**config.mk**
```make
export PLATFORM = sky130hd
export DESIGN_NAME = fir_serial_mac
export DESIGN_NICKNAME = d
export VERILOG_FILES = /design/src/rtl/fir_serial_mac.sv
export SDC_FILE = /design/constraint.sdc
export NUM_CORES = 1
export LEC_CHECK = 0
export CAP_MARGIN = 40
export CELL_PAD_IN_SITES_DETAIL_PLACEMENT = 0
export CELL_PAD_IN_SITES_GLOBAL_PLACEMENT = 2
export CORE_MARGIN = 5
export CORE_UTILIZATION = 35
export DETAILED_ROUTE_END_ITERATION = 8
export PLACE_DENSITY = 0.73
export SLEW_MARGIN = 20
export SYNTH_ARGS = -nofsm -noshare
export SYNTH_HDL_FRONTEND = slang
export SYNTH_SLANG_ARGS = --single-unit
```
**constraint.sdc**
```tcl
create_clock -name clk_i -period 34.5 [get_ports clk_i]
set_clock_uncertainty 0.15 [all_clocks]
set_input_delay 5.175 -clock clk_i [delete_from_list [all_inputs] [get_ports clk_i]]
set_output_delay 5.175 -clock clk_i [all_outputs]
set_load 0.02 [all_outputs]
```
**src/rtl/fir_serial_mac.sv**
```systemverilog
// Time-multiplexed FIR stage: one sample per handshake, one multiply per cycle
// over NTAPS cycles, full-precision result on a valid/ready output.
module fir_serial_mac #(
  parameter int unsigned DW    = 16,
  parameter int unsigned CW    = 16,
  parameter int unsigned NTAPS = 8,
  localparam int unsigned KW   = $clog2(NTAPS),
  localparam int unsigned AW   = DW + CW + $clog2(NTAPS)
) (
  input  logic          clk_i,
  input  logic          rst_n_i,
  input  logic          en_i,
  input  logic          in_valid_i,
  output logic          in_ready_o,
  input  logic [DW-1:0] data_in,
  input  logic          coef_we_i,
  input  logic [KW-1:0] coef_addr_i,
  input  logic [CW-1:0] coef_data_i,
  output logic          out_valid_o,
  input  logic          out_ready_i,
  output logic [AW-1:0] data_out
);

  typedef enum logic [1:0] {StIdle, StMac, StOut} state_e;

  state_e state_q, state_d;

  logic [DW-1:0] hist_q [NTAPS];
  logic [CW-1:0] coef_q [NTAPS];
  logic [KW-1:0] wr_ptr_q;
  logic [KW-1:0] k_q;
  logic [AW-1:0] acc_q;

  logic                   accept;
  logic                   mac_step;
  logic                   last_tap;
  logic                   coef_wr;
  logic [KW-1:0]          rd_idx;
  logic signed [DW+CW-1:0] prod;

  assign accept   = in_ready_o & in_valid_i;
  assign mac_step = (state_q == StMac) & en_i;
  assign last_tap = (k_q == KW'(NTAPS - 1));
  assign coef_wr  = coef_we_i & (state_q == StIdle) & (32'(coef_addr_i) < NTAPS);

  // History read index (wr_ptr - k) mod NTAPS; NTAPS need not be a power of two.
  always_comb begin
    if (k_q <= wr_ptr_q) begin
      rd_idx = wr_ptr_q - k_q;
    end else begin
      rd_idx = KW'(NTAPS) + wr_ptr_q - k_q;
    end
  end

  // Signed DW x CW product of the current tap.
  always_comb begin
    prod = $signed(coef_q[k_q]) * $signed(hist_q[rd_idx]);
  end

  // State register.
  always_ff @(posedge clk_i or negedge rst_n_i) begin
    if (!rst_n_i) begin
      state_q <= StIdle;
    end else begin
      state_q <= state_d;
    end
  end

  // Next-state logic; the output handshake is deliberately not gated by en_i.
  always_comb begin
    state_d = state_q;
    unique case (state_q)
      StIdle: if (accept) state_d = StMac;
      StMac:  if (mac_step && last_tap) state_d = StOut;
      StOut:  if (out_ready_i) state_d = StIdle;
      default: state_d = StIdle;
    endcase
  end

  // Outputs decoded from the current state.
  always_comb begin
    in_ready_o  = (state_q == StIdle) & en_i;
    out_valid_o = (state_q == StOut);
    data_out    = out_valid_o ? acc_q : '0;
  end

  // Datapath: coefficient bank, history buffer, tap counter and accumulator.
  always_ff @(posedge clk_i or negedge rst_n_i) begin
    if (!rst_n_i) begin
      for (int i = 0; i < NTAPS; i++) begin
        hist_q[i] <= '0;
        coef_q[i] <= '0;
      end
      wr_ptr_q <= '0;
      k_q      <= '0;
      acc_q    <= '0;
    end else begin
      if (coef_wr) begin
        coef_q[coef_addr_i] <= coef_data_i;
      end
      if (accept) begin
        hist_q[wr_ptr_q] <= data_in;
        acc_q            <= '0;
        k_q              <= '0;
      end else if (mac_step) begin
        acc_q <= acc_q + {{(AW - DW - CW){prod[DW+CW-1]}}, prod};
        k_q   <= k_q + 1'b1;
        // Pointer moves only after the newest sample has been used at k=0.
        if (last_tap) begin
          wr_ptr_q <= (wr_ptr_q == KW'(NTAPS - 1)) ? '0 : wr_ptr_q + 1'b1;
        end
      end
    end
  end

endmodule

```
Word-level counts from Yosys, hierarchy flattened:

Index checks and enable logic that the tools add are counted.

* add/sub/neg operators: 4
* multipliers: 1
* magnitude comparators: 6
* eq/ne operators: 7
* muxes and demuxes: 22
* bitwise operators: 9
* reductions and logical operators: 7

Operators by type and width (number)
* bitwise mux 128 bit: 2
* 2-to-1 mux 35 bit: 3
* binary-select mux 16 bit (select 3 bit): 2
* demux 16 bit (select 3 bit): 2
* 2-to-1 mux 16 bit: 6
* adder 35 bit: 1
* multiplier 16 x 16 -> 32 bit: 1
* greater-or-equal comparator 4 bit (second input constant): 4
* NOT 3 -> 4 bit: 4
* 2-to-1 mux 3 bit: 3
* < comparator 4 x 1 -> 1 bit (second input constant): 2
* adder 3 x 1 -> 3 bit (second input constant): 2
* equality test 3 bit (second input constant): 2
* 2-to-1 mux 2 bit: 3
* case mux 2 bit (3 select lines): 1
* AND reduction 3 bit: 2
* AND 1 bit: 4
* != test 2 x 1 -> 1 bit (second input constant): 2
* logical AND 1 bit: 3
* subtractor 3 bit: 1
* equality test 2 x 1 -> 1 bit (second input constant): 1
* equality test 2 bit (second input constant): 1
* zero test 2 bit: 1
* != test 2 bit (second input constant): 1
* other kinds (2): 2

* flip-flop bits (word level): 299
* input port bits: 41
* output and inout bits: 37
* word-level logic and storage cells: 76

Depth between registers and ports, before layout:

Gate-level depths: netlist of the first run.

* word-level depth: 9
* mapped depth: 45
* depth with buffers taken out: 42

Worst setup path before layout of the first run:

Ideal clock, no wire load.

* path kind: register -> register
* start point: reg k_q[1]
* end point: reg acc_q[33]
* setup time: 122 ps
* arrival time: 10516 ps
* required time: 34228 ps
* path slack: 23713 ps
* stages on the path, launching flop included: 43
* path buffers: 5
* period minus slack after synthesis: 10787 ps
* cell sequence: dfrtp_1 -> clkbuf_1 -> buf_1 -> clkbuf_1 -> inv_1 -> fa_1 -> xor2_1 -> xnor2_1 -> buf_2 -> mux4_2 -> mux2i_1 -> clkbuf_1 -> nor2_1 -> fa_1 -> inv_1 -> fa_1 -> fa_1 -> fa_1 -> [7 not listed] -> a21o_1 -> a221o_1 -> a311oi_1 -> o21ai_0 -> a21oi_1 -> o21ai_0 -> a21oi_1 -> xnor2_1 -> ha_1 -> nand4_1 -> nor4_1 -> and2_2 -> nand3_1 -> o211a_4 -> nor3_2 -> o31ai_2 -> a21o_1 -> a32o_1

* longest elaborated chain between the ends: 9
* elaborated cells between the ends (all ways): 13
* classes of those cells: add/sub: 2; mul: 1; mux: 8; bitwise: 2

Ends and longest elaborated chain
* from (decl): line 31 `logic [KW-1:0] k_q;`
* from (signal assigned): line 107 `k_q <= k_q + 1'b1;`
* subtractor 3 bit: line 49, 51
* NOT 3 -> 4 bit (not written as such): line 57 `prod = $signed(coef_q[k_q]) * $signed(hist_q[rd_idx]);`
* binary-select mux 16 bit (select 3 bit): line 57
* 2-to-1 mux 16 bit (not written as such) (2 in a row): line 57
* multiplier 16 x 16 -> 32 bit *: line 57
* adder 35 bit *: line 106 `acc_q <= acc_q + {{(AW - DW - CW){prod[DW+CW-1]}}, prod};`
* 2-to-1 mux 35 bit *: line 105 `end else if (mac_step) begin`
* 2-to-1 mux 35 bit *: line 101 `if (accept) begin`
* to (signal assigned): line 106
* to (decl): line 32 `logic [AW-1:0] acc_q;`

Mark *: on every way between the ends. The rest lies on a longest branch, timed or not. The select of a mux whose other input is x is not followed.
A chain may end at the register's enable or synchronous reset.

Worst setup path in the final report of the first run:

* start point: in en_i
* end point: out in_ready_o

* longest elaborated chain between the ends: 1

Ends and longest elaborated chain
* from (decl): line 12 `input logic en_i,`
* AND 1 bit: line 82 `in_ready_o = (state_q == StIdle) & en_i;`
* to (decl): line 14 `output logic in_ready_o,`

No other way between the ends.

==> run_results.csv, run 1 <==
group,metric,value,unit
status,status,"finished clean",
clock_tree,clkTransAtPathRegs,0.05,ns
logic_synthesis,synth_top_area_share,30.2,%
sta,fmax,84.7,MHz
clock_tree,cts_tree,"done",
die,row_count,97,
clock_tree,cts_sinks,299,
clock_tree,cts-root-buf,"clkbuf_16",
sta,hold_viol,0,
clock_tree,clk_path_buf_depth,3,
sta,holdWs,0.339,ns
sta,setup_slack,22.69,ns
detailed_routing,drt_pre_antenna_iters,4,
critical_path,r2r_cells,39,
cells_and_area,final-seq-area,0.00748,mm^2
sta,rsz0062_at_grt,"no",
detailed_routing,maxUsedRoutingLayer,"met4",
critical_path,path_class,"in2out",
critical_path,cp_max_fo,6,
critical_path,cp_common_cell,"clkdlybuf4s50_1",
logic_synthesis,postSynthCellCount,2205,
run,cap_violations,0,
critical_path,crit_family,"buffers and inverters",
logic_synthesis,synth_ff_type,"dfrtp_1",
logic_synthesis,synthesis.nets,2632,
die,start_util,35.3,%
logic_synthesis,synthTopCellsByArea,"dfrtp_1, fa_1, mux2_2",
die,die_h,276,um
detailed_routing,wl,61800,um
clock_tree,post-cts-setup-buffers,0,
detailed_routing,wl_met1,27400,um
grt,grt_usage,16.3,%
detailed_routing,drt-initial-drc-count,673,
logic_synthesis,syn_area,0.0248,mm^2
clock_tree,cts_made_buffers,37,
detailed_routing,wl_met3,1860,um
detailed_routing,ant_nets,0,
logic_synthesis,synth_top_area_cell,"dfrtp_1",
grt,grt_max_degree,116,
grt,grt_pass1_vias,17600,
sta,tns,0,ns
clock_tree,cts_resized,0,
die,num_io_pins,78,
sta,min_period,11.81,ns
placed_design,hpwl,47400,um
die,core,0.0701,mm^2
logic_synthesis,ys_warn_count,0,
min_path,hold_path.class,"reg2reg",
cells_and_area,multiInputGateArea,0.0158,mm^2
logic_synthesis,synth.most_common_cell,"inv_1",
critical_path,cp_slowest_stage_delay,0.60,ns
grt,antenna_found_initial,1,
grt,grt.overflow.total,0,
cells_and_area,nFillCells,6895,
critical_path,start_kind,"primary input",
logic_synthesis,synth-edff-count,0,
placed_design,dp_worst_setup_slack,22.68,ns
critical_path,path_cells,"clkdlybuf4s50_1 > and2_1 > clkdlybuf4s50_1",
detailed_routing,via_count,16100,
detailed_routing,viasPerCell,4.91,
cells_and_area,post_route_cells_drive_above_1_share,21.2,%
cells_and_area,nNetsFinal,2730,
placed_design,numPortBuffers,77,
sta,setup_viol,0,
detailed_routing,wl_met2,31400,um
die,die_area,0.0762,mm^2
detailed_routing,drc,0,
critical_path,crit_arrival,6.48,ns
die,die_w,276,um
logic_synthesis,seq_area_frac_synth,30.2,%
cells_and_area,syn_to_final_growth,14.0,%
clock_tree,clk-insertion-delay-late,0.55,ns
logic_synthesis,avgSynthCellArea,11.2,um^2
critical_path,end_kind,"output port",
critical_path,worst-path-stages,3,
clock_tree,cts_hold_buf,0,
critical_path,slowest_stage,"clkdlybuf4s50_1",
placed_design,gp_congestion,0.828,
logic_synthesis,ys_types,69,
sta,timing.slew.headroom,48.5,%
sta,worst_pin_slew,0.758,ns
sta,layout_worst_path_cycle_share,34.2,%
logic_synthesis,synth_seq_cells,299,
logic_synthesis,synth-async-reset-ratio,100,%
critical_path,crit_buf_inv,2,
min_path,hold_depth,1,
grt,grt_pass1_wl,99600,um
logic_synthesis,ys_top_cells_by_count,"inv_1, dfrtp_1, mux2_2",
detailed_routing,wl_per_cell,18.9,um
critical_path,cp_data_required_time,29.17,ns
clock_tree,htreeDepth,2,
sta,slew_viol_final,0,
-- metrics by stage --
step	cell area, um^2	instances	utilization, %
floorplan	24800	2205	-
global placement	26700	3184	38.1
detailed placement	26900	3198	38.3
CTS	28100	3261	40.1
global route	28200	3267	40.2
finish	28200	3268	40.2
-- worst paths after layout --
kind | from | to | slack [ns]
worst max-delay path | en_i | in_ready_o | 22.69
worst min-delay path | state_q[1] | state_q[0] | 0.34
worst max register to register | k_q[1] | acc_q[34] | 23.06
worst min register to register | state_q[1] | state_q[0] | 0.34
max in group asynchronous | rst_n_i | hist_q[70] | 27.79
min in group asynchronous | rst_n_i | acc_q[8] | 4.31
-- state kept, by name (all words and copies together), names as in the netlist --
signal,count
acc_q,35
coef_q,128
hist_q,128
k_q,3
state_q,2
wr_ptr_q,3
-- kinds of logic (layout without fill, tap and decap cells) --
family | count (synthesis) | count (layout) | synth area share (%)
simple gates | 480 | 480 | 8.76
other cells | 0 | 1 | 0
flops | 299 | 299 | 30.2
xor+xnor | 63 | 63 | 2.23
fa+ha+maj | 386 | 386 | 27.5
compound gates | 203 | 203 | 5.46
buf+inv | 405 | 527 | 6.31
mux | 369 | 369 | 19.5
-- cells in the final DEF, fill, tap and decap left out, types with 41 or more instances in the layout --
cell             count
fa_1               264
xnor2_1             41
and2_1              41
nand2_1            179
nor2_1             159
a21oi_1             61
inv_1              331
dfrtp_1            297
ha_1               121
mux2_2             275
mux4_2              64
clkdlybuf4s50_1     76
o21ai_0             61
-- routing by layer --
layer / global-route usage, % / vias up
met5: 0 / -
met4: 3.34 / 0
met3: 2.02 / 63
met2: 28.7 / 221
met1: 21.7 / 8329
li1: - / 7447
-- final cells by class --
cell class / instances / area share (%)
Antenna cell: 1 / 0.00886
Clock buffer: 52 / 3.94
Clock inverter: 11 / 0.457
Inverter: 332 / 4.41
Multi-Input combinational cell: 1501 / 55.9
Sequential cell: 299 / 26.5
Tap cell: 940 / 4.17
Timing Repair Buffer: 132 / 4.64
Power of run 1 is left out: the tool's default activity adds up to more than one toggle a clock period on the data nets, which glitch-free logic cannot reach.
==> inputs of run 2 (changes only) <==
PLACE_DENSITY = 0.76   (was 0.73)
clock period = 10 ns   (was 34.5 ns; I/O delays follow)
==> run 2 against run 1 <==
Compared with the run above:
- final area up 3.8%
- first-iteration DRC count up 27%
- sequential cell count unchanged
- die area unchanged
- via count up 3.9%
- register-to-register slack worse by 23 ns
- cell count up 3.1%
- non-clock buffer count up 107
- critical path type is now reg2reg
==> run_results.csv, run 2 (same netlist as run 1, synthesis figures left out) <==
group,metric,value,unit
status,status,"finished clean",
critical_path,worstReg2RegStart,"wr_ptr_q[0]",
die,die_w,276,um
cells_and_area,nFillCells,6791,
grt,grt_max_degree,77,
clock_tree,clkTransAtPathRegs,0.05,ns
die,die_h,276,um
die,row_count,97,
critical_path,cp_data_required_time,10.30,ns
cells_and_area,syn_to_final_growth,18.3,%
min_path,hp-start,"hist_q[59]",
die,die_area,0.0762,mm^2
detailed_routing,wl_per_cell,19.1,um
clock_tree,clk_path_buf_depth,3,
critical_path,crit_arrival,10.26,ns
clock_tree,htreeDepth,2,
grt,grt_usage,16.8,%
min_path,hold_end,"hist_q[59]",
cells_and_area,final_common_cell,"inv_1",
grt,grt.overflow.total,0,
placed_design,gp_congestion,0.894,
clock_tree,cts_hold_buf,0,
min_path,hold_depth,1,
clock_tree,cts-root-buf,"clkbuf_16",
critical_path,cp_max_fo,7,
sta,worst_pin_slew,0.781,ns
run,cap_violations,0,
detailed_routing,drc,0,
sta,layout_worst_path_cycle_share,99.6,%
sta,slew_viol_final,0,
grt,grt_pass1_wl,103000,um
clock_tree,cts_made_buffers,35,
detailed_routing,drt_pre_antenna_iters,5,
sta,setup_slack,0.0424,ns
critical_path,end_kind,"flip-flop",
sta,min_period,9.96,ns
cells_and_area,nNetsFinal,2835,
critical_path,cp_slowest_stage_delay,0.59,ns
sta,hold_viol,0,
detailed_routing,drt-initial-drc-count,858,
clock_tree,cts_sinks,299,
critical_path,cp_common_cell,"fa_1",
placed_design,hpwl,50900,um
sta,rsz0062_at_grt,"yes",
placed_design,numPortBuffers,77,
clock_tree,cts_tree,"done",
grt,antenna_found_initial,0,
die,core,0.0701,mm^2
cells_and_area,final_cell_mix,"inv_1, dfrtp_1, mux2_2",
detailed_routing,ant_nets,0,
critical_path,path_class,"reg2reg",
detailed_routing,wl,64500,um
cells_and_area,antenna_cells,0,
detailed_routing,viasPerCell,4.96,
die,num_io_pins,78,
placed_design,dp_worst_setup_slack,-0.356,ns
critical_path,start_kind,"flip-flop",
critical_path,regToRegEndpoint,"acc_q[31]",
clock_tree,clk-insertion-delay-late,0.55,ns
sta,timing.slew.headroom,47.9,%
sta,fmax,100,MHz
critical_path,r2r_cells,40,
critical_path,slowest_stage,"fa_1",
grt,grt_pass1_vias,18200,
sta,setup_viol,0,
cells_and_area,reg.largest.list,"coef_q: 128 flops, hist_q: 128 flops, acc_q: 35 flops",
cells_and_area,final-seq-area,0.00748,mm^2
cells_and_area,multiInputGateArea,0.0160,mm^2
cells_and_area,post_route_cells_drive_above_1_share,25.9,%
critical_path,r2r_slack,0.04,ns
min_path,hold_path.class,"reg2reg",
detailed_routing,via_count,16700,
die,start_util,35.3,%
## run 2: cell count changes in the layout (fill, tap and decap cells not counted), moves of 5 or more
cell     before  now
o21ai_0      61   56
buf_4        39  134
inv_2         0    7
buf_6         1    8
buf_12        0    8
mux2_2      275  270
mux2_4        0    5
inv_1       331  325
## run 2: timing repair
item,4_1_cts,5_1_grt
pin swaps,13,37
gates cloned,1,0
setup endpoints to repair,4,10
gates resized for setup,20,40
setup buffers,4,14
## run 2: worst max-delay path by stage
stage	cells after the start	end	startpoint
CTS	43	acc_q[33]	wr_ptr_q[0]
floorplan	42	acc_q[33]	k_q[1]
global placement	42	acc_q[34]	wr_ptr_q[0]
finish	40	acc_q[31]	wr_ptr_q[0]
detailed placement	42	acc_q[34]	wr_ptr_q[0]
global route	43	acc_q[34]	wr_ptr_q[0]
## run 2: per-stage QoR
stage | cells | util, % | hold slack [ns] | TNS (ns) | cell area (um^2)
CTS | 3355 | 41.4 | 0.347 | -0.00168 | 29100
floorplan | 2205 | - | 0.303 | 0 | 24800
finish | 3368 | 41.8 | 0.347 | 0 | 29300
global placement | 3279 | 39.2 | 0.331 | -0.353 | 27500
detailed placement | 3293 | 39.6 | 0.337 | -1.01 | 27800
global route | 3368 | 41.8 | 0.358 | -1.22 | 29300
## run 2: cell type report
cell class | instances | share of cell area [%]
flip-flops and latches | 299 | 25.5
clock buffers | 48 | 3.46
repair buffers | 239 | 7.72
well taps | 940 | 4.01
inverters | 332 | 4.25
clock inverters | 9 | 0.410
multi-input cells | 1501 | 54.6
## run 2: layer usage
metal	global-route usage [%]	wire, um
met2	29.4	32800
met1	22.3	28000
met5	0	0
met3	1.98	2000
met4	4.33	1680
## run 2: worst max-delay path, delay by kind of cell (launching register included)
kind | cells | cell delay [ns]
compound gates | 12 | 2.37
xor+xnor | 4 | 0.67
fa+ha+maj | 10 | 4.04
buf+inv | 7 | 0.51
flops | 1 | 0.39
mux | 2 | 0.84
simple gates | 5 | 0.87
Power of run 2 is left out for the same reason.
==> inputs of run 3 (changes only) <==
ABC_AREA = 1   (was unset)
PLACE_DENSITY = 0.83   (was 0.76)
==> run 3 against run 2 <==
Compared with the run above:
- critical path depth fell by 3
- synthesized cell count rose by 46%
- register-to-register slack improved by 0.63 ns
- cell count rose by 27%
- sequential cell count stayed put
- final area decreased by 0.91%
- routed wire length increased by 19%
- setup slack improved by 0.63 ns
- largest cell class unchanged
==> run_results.csv, run 3 <==
group,metric,value,unit
cells_and_area,final_cell_mix,"nand2_1, inv_1, o21ai_0",
clock_tree,cts-root-buf,"clkbuf_16",
critical_path,cp_slowest_stage_delay,0.53,ns
die,start_util,35.2,%
grt,grt_pass1_vias,21500,
sta,hold_viol,0,
grt,grt_usage,19.9,%
detailed_routing,viasPerCell,4.86,
status,status,"finished clean",
grt,antenna_found_initial,0,
critical_path,r2r_cells,37,
sta,setup_viol,0,
logic_synthesis,seq_area_frac_synth,29.2,%
sta,slew_viol_final,0,
logic_synthesis,avgSynthCellArea,7.96,um^2
logic_synthesis,synth-edff-count,0,
min_path,hold_path.class,"reg2reg",
run,cap_violations,0,
min_path,hp-start,"hist_q[103]",
sta,timing.slew.headroom,45.0,%
logic_synthesis,syn_area,0.0257,mm^2
critical_path,cp_common_cell,"nand2_1",
sta,holdWs,0.331,ns
placed_design,numPortBuffers,77,
critical_path,worstSetupStartpoint,"k_q[0]",
clock_tree,clkTransAtPathRegs,0.06,ns
critical_path,crit_arrival,9.61,ns
clock_tree,cts_hold_buf,0,
placed_design,dp_worst_setup_slack,0.508,ns
logic_synthesis,synth_seq_cells,299,
detailed_routing,ant_nets,0,
clock_tree,cts_made_buffers,38,
placed_design,place_area,0.0278,mm^2
critical_path,worstReg2RegStart,"k_q[0]",
min_path,hold_end,"hist_q[103]",
detailed_routing,drt-initial-drc-count,1461,
clock_tree,clk_path_buf_depth,3,
sta,worst_pin_slew,0.819,ns
cells_and_area,post_route_cells_drive_above_1_share,6.59,%
die,die_h,281,um
logic_synthesis,ys_top_cells_by_count,"nand2_1, inv_1, o21ai_0",
sta,layout_worst_path_cycle_share,93.2,%
cells_and_area,final_common_cell,"nand2_1",
grt,grt.overflow.total,0,
sta,fmax,107,MHz
cells_and_area,antenna_cells,0,
critical_path,path_class,"reg2reg",
critical_path,cp_max_fo,67,
placed_design,hpwl,58000,um
min_path,hold_depth,1,
sta,tns,0,ns
grt,grt_max_degree,172,
cells_and_area,reg.largest.list,"coef_q: 128 flops, hist_q: 128 flops, acc_q: 35 flops",
placed_design,gp_congestion,0.906,
die,die_w,281,um
grt,grt_pass1_wl,124000,um
detailed_routing,drc,0,
logic_synthesis,ys_types,41,
logic_synthesis,synth-async-reset-ratio,100,%
logic_synthesis,synthesis.nets,3651,
cells_and_area,nNetsFinal,3727,
logic_synthesis,synthTopCellsByArea,"dfrtp_1, fa_1, nand2_1",
detailed_routing,wl,77000,um
clock_tree,cts_tree,"done",
logic_synthesis,synth_top_area_cell,"dfrtp_1",
logic_synthesis,synth.most_common_cell,"nand2_1",
sta,setup_slack,0.676,ns
detailed_routing,via_count,20800,
clock_tree,clk-insertion-delay-late,0.55,ns
logic_synthesis,synth_ff_type,"dfrtp_1",
critical_path,slowest_stage,"fa_1",
cells_and_area,syn_to_final_growth,13.1,%
detailed_routing,drt_pre_antenna_iters,5,
critical_path,end_kind,"flip-flop",
detailed_routing,wl_per_cell,18.0,um
sta,min_period,9.32,ns
critical_path,cp_data_required_time,10.29,ns
die,die_area,0.0788,mm^2
critical_path,r2r_slack,0.68,ns
sta,rsz0062_at_grt,"no",
die,row_count,99,
cells_and_area,finalInstanceArea,0.0290,mm^2
logic_synthesis,postSynthCellCount,3224,
clock_tree,cts_sinks,299,
clock_tree,htreeDepth,2,
die,num_io_pins,78,
logic_synthesis,ys_warn_count,0,
critical_path,start_kind,"flip-flop",
logic_synthesis,synth_top_area_share,29.2,%
die,core,0.0728,mm^2
critical_path,regToRegEndpoint,"acc_q[28]",
==> run 3: routing by layer <==
metal	vias to the layer above	track usage, %	wire [um]
met3	101	3.02	3810
met4	0	4.96	2050
met2	470	32.4	35400
li1	10200	-	-
met5	-	0	0
met1	10100	28.2	35700
==> run 3: through the flow <==
step | std cells | util (%)
after global placement | 4214 | 38.1
after detailed placement | 4215 | 38.1
after floorplan | 3224 | -
after CTS | 4278 | 39.7
after global routing | 4282 | 39.9
final | 4282 | 39.9
==> run 3: worst max-delay path by stage <==
stage,to,slack (ns),cells past startpoint
CTS,acc_q[33],0.46,40
floorplan,acc_q[34],1.39,44
finish,acc_q[28],0.68,37
global route,acc_q[34],0.004,44
detailed placement,acc_q[33],0.51,40
global placement,acc_q[33],0.47,40
==> run 3: cell type report <==
type,instances,area (um^2)
fillers,7665,43800
multi-input cells,2210,15500
repair buffers,149,1410
inverters,602,2290
flip-flops and latches,299,7480
clock buffers,56,1070
clock inverters,7,58.8
well taps,959,1200
==> run 3: logic make-up after synthesis <==
| logic type | count (synthesis) | share of synthesized area (%) |
|---|---|---|
| buffers and inverters | 715 | 10.7 |
| adders and majority gates | 386 | 26.5 |
| DFF | 299 | 29.2 |
| AOI/OAI and AO/OA | 602 | 12.1 |
| xor gates and xnor gates | 29 | 1.09 |
| and+or+nand+nor | 1129 | 17.6 |
| muxes | 64 | 2.81 |
==> run 3: what timing repair did <==
action	CTS	global route
hold endpoints to repair	0	0
setup buffers	0	2
setup endpoints to repair	0	13
gates resized for setup	0	19
==> run 3: critical path: cells and delay by family (launching register included) <==
kind                       cells  cell delay [ns]
DFF                            1             0.42
AOI/OAI and AO/OA              7             1.20
and+or+nand+nor               13             1.92
xor gates and xnor gates       1             0.31
buffers and inverters          8             1.48
adders and majority gates      8             3.67
Power of run 3 is left out for the same reason.
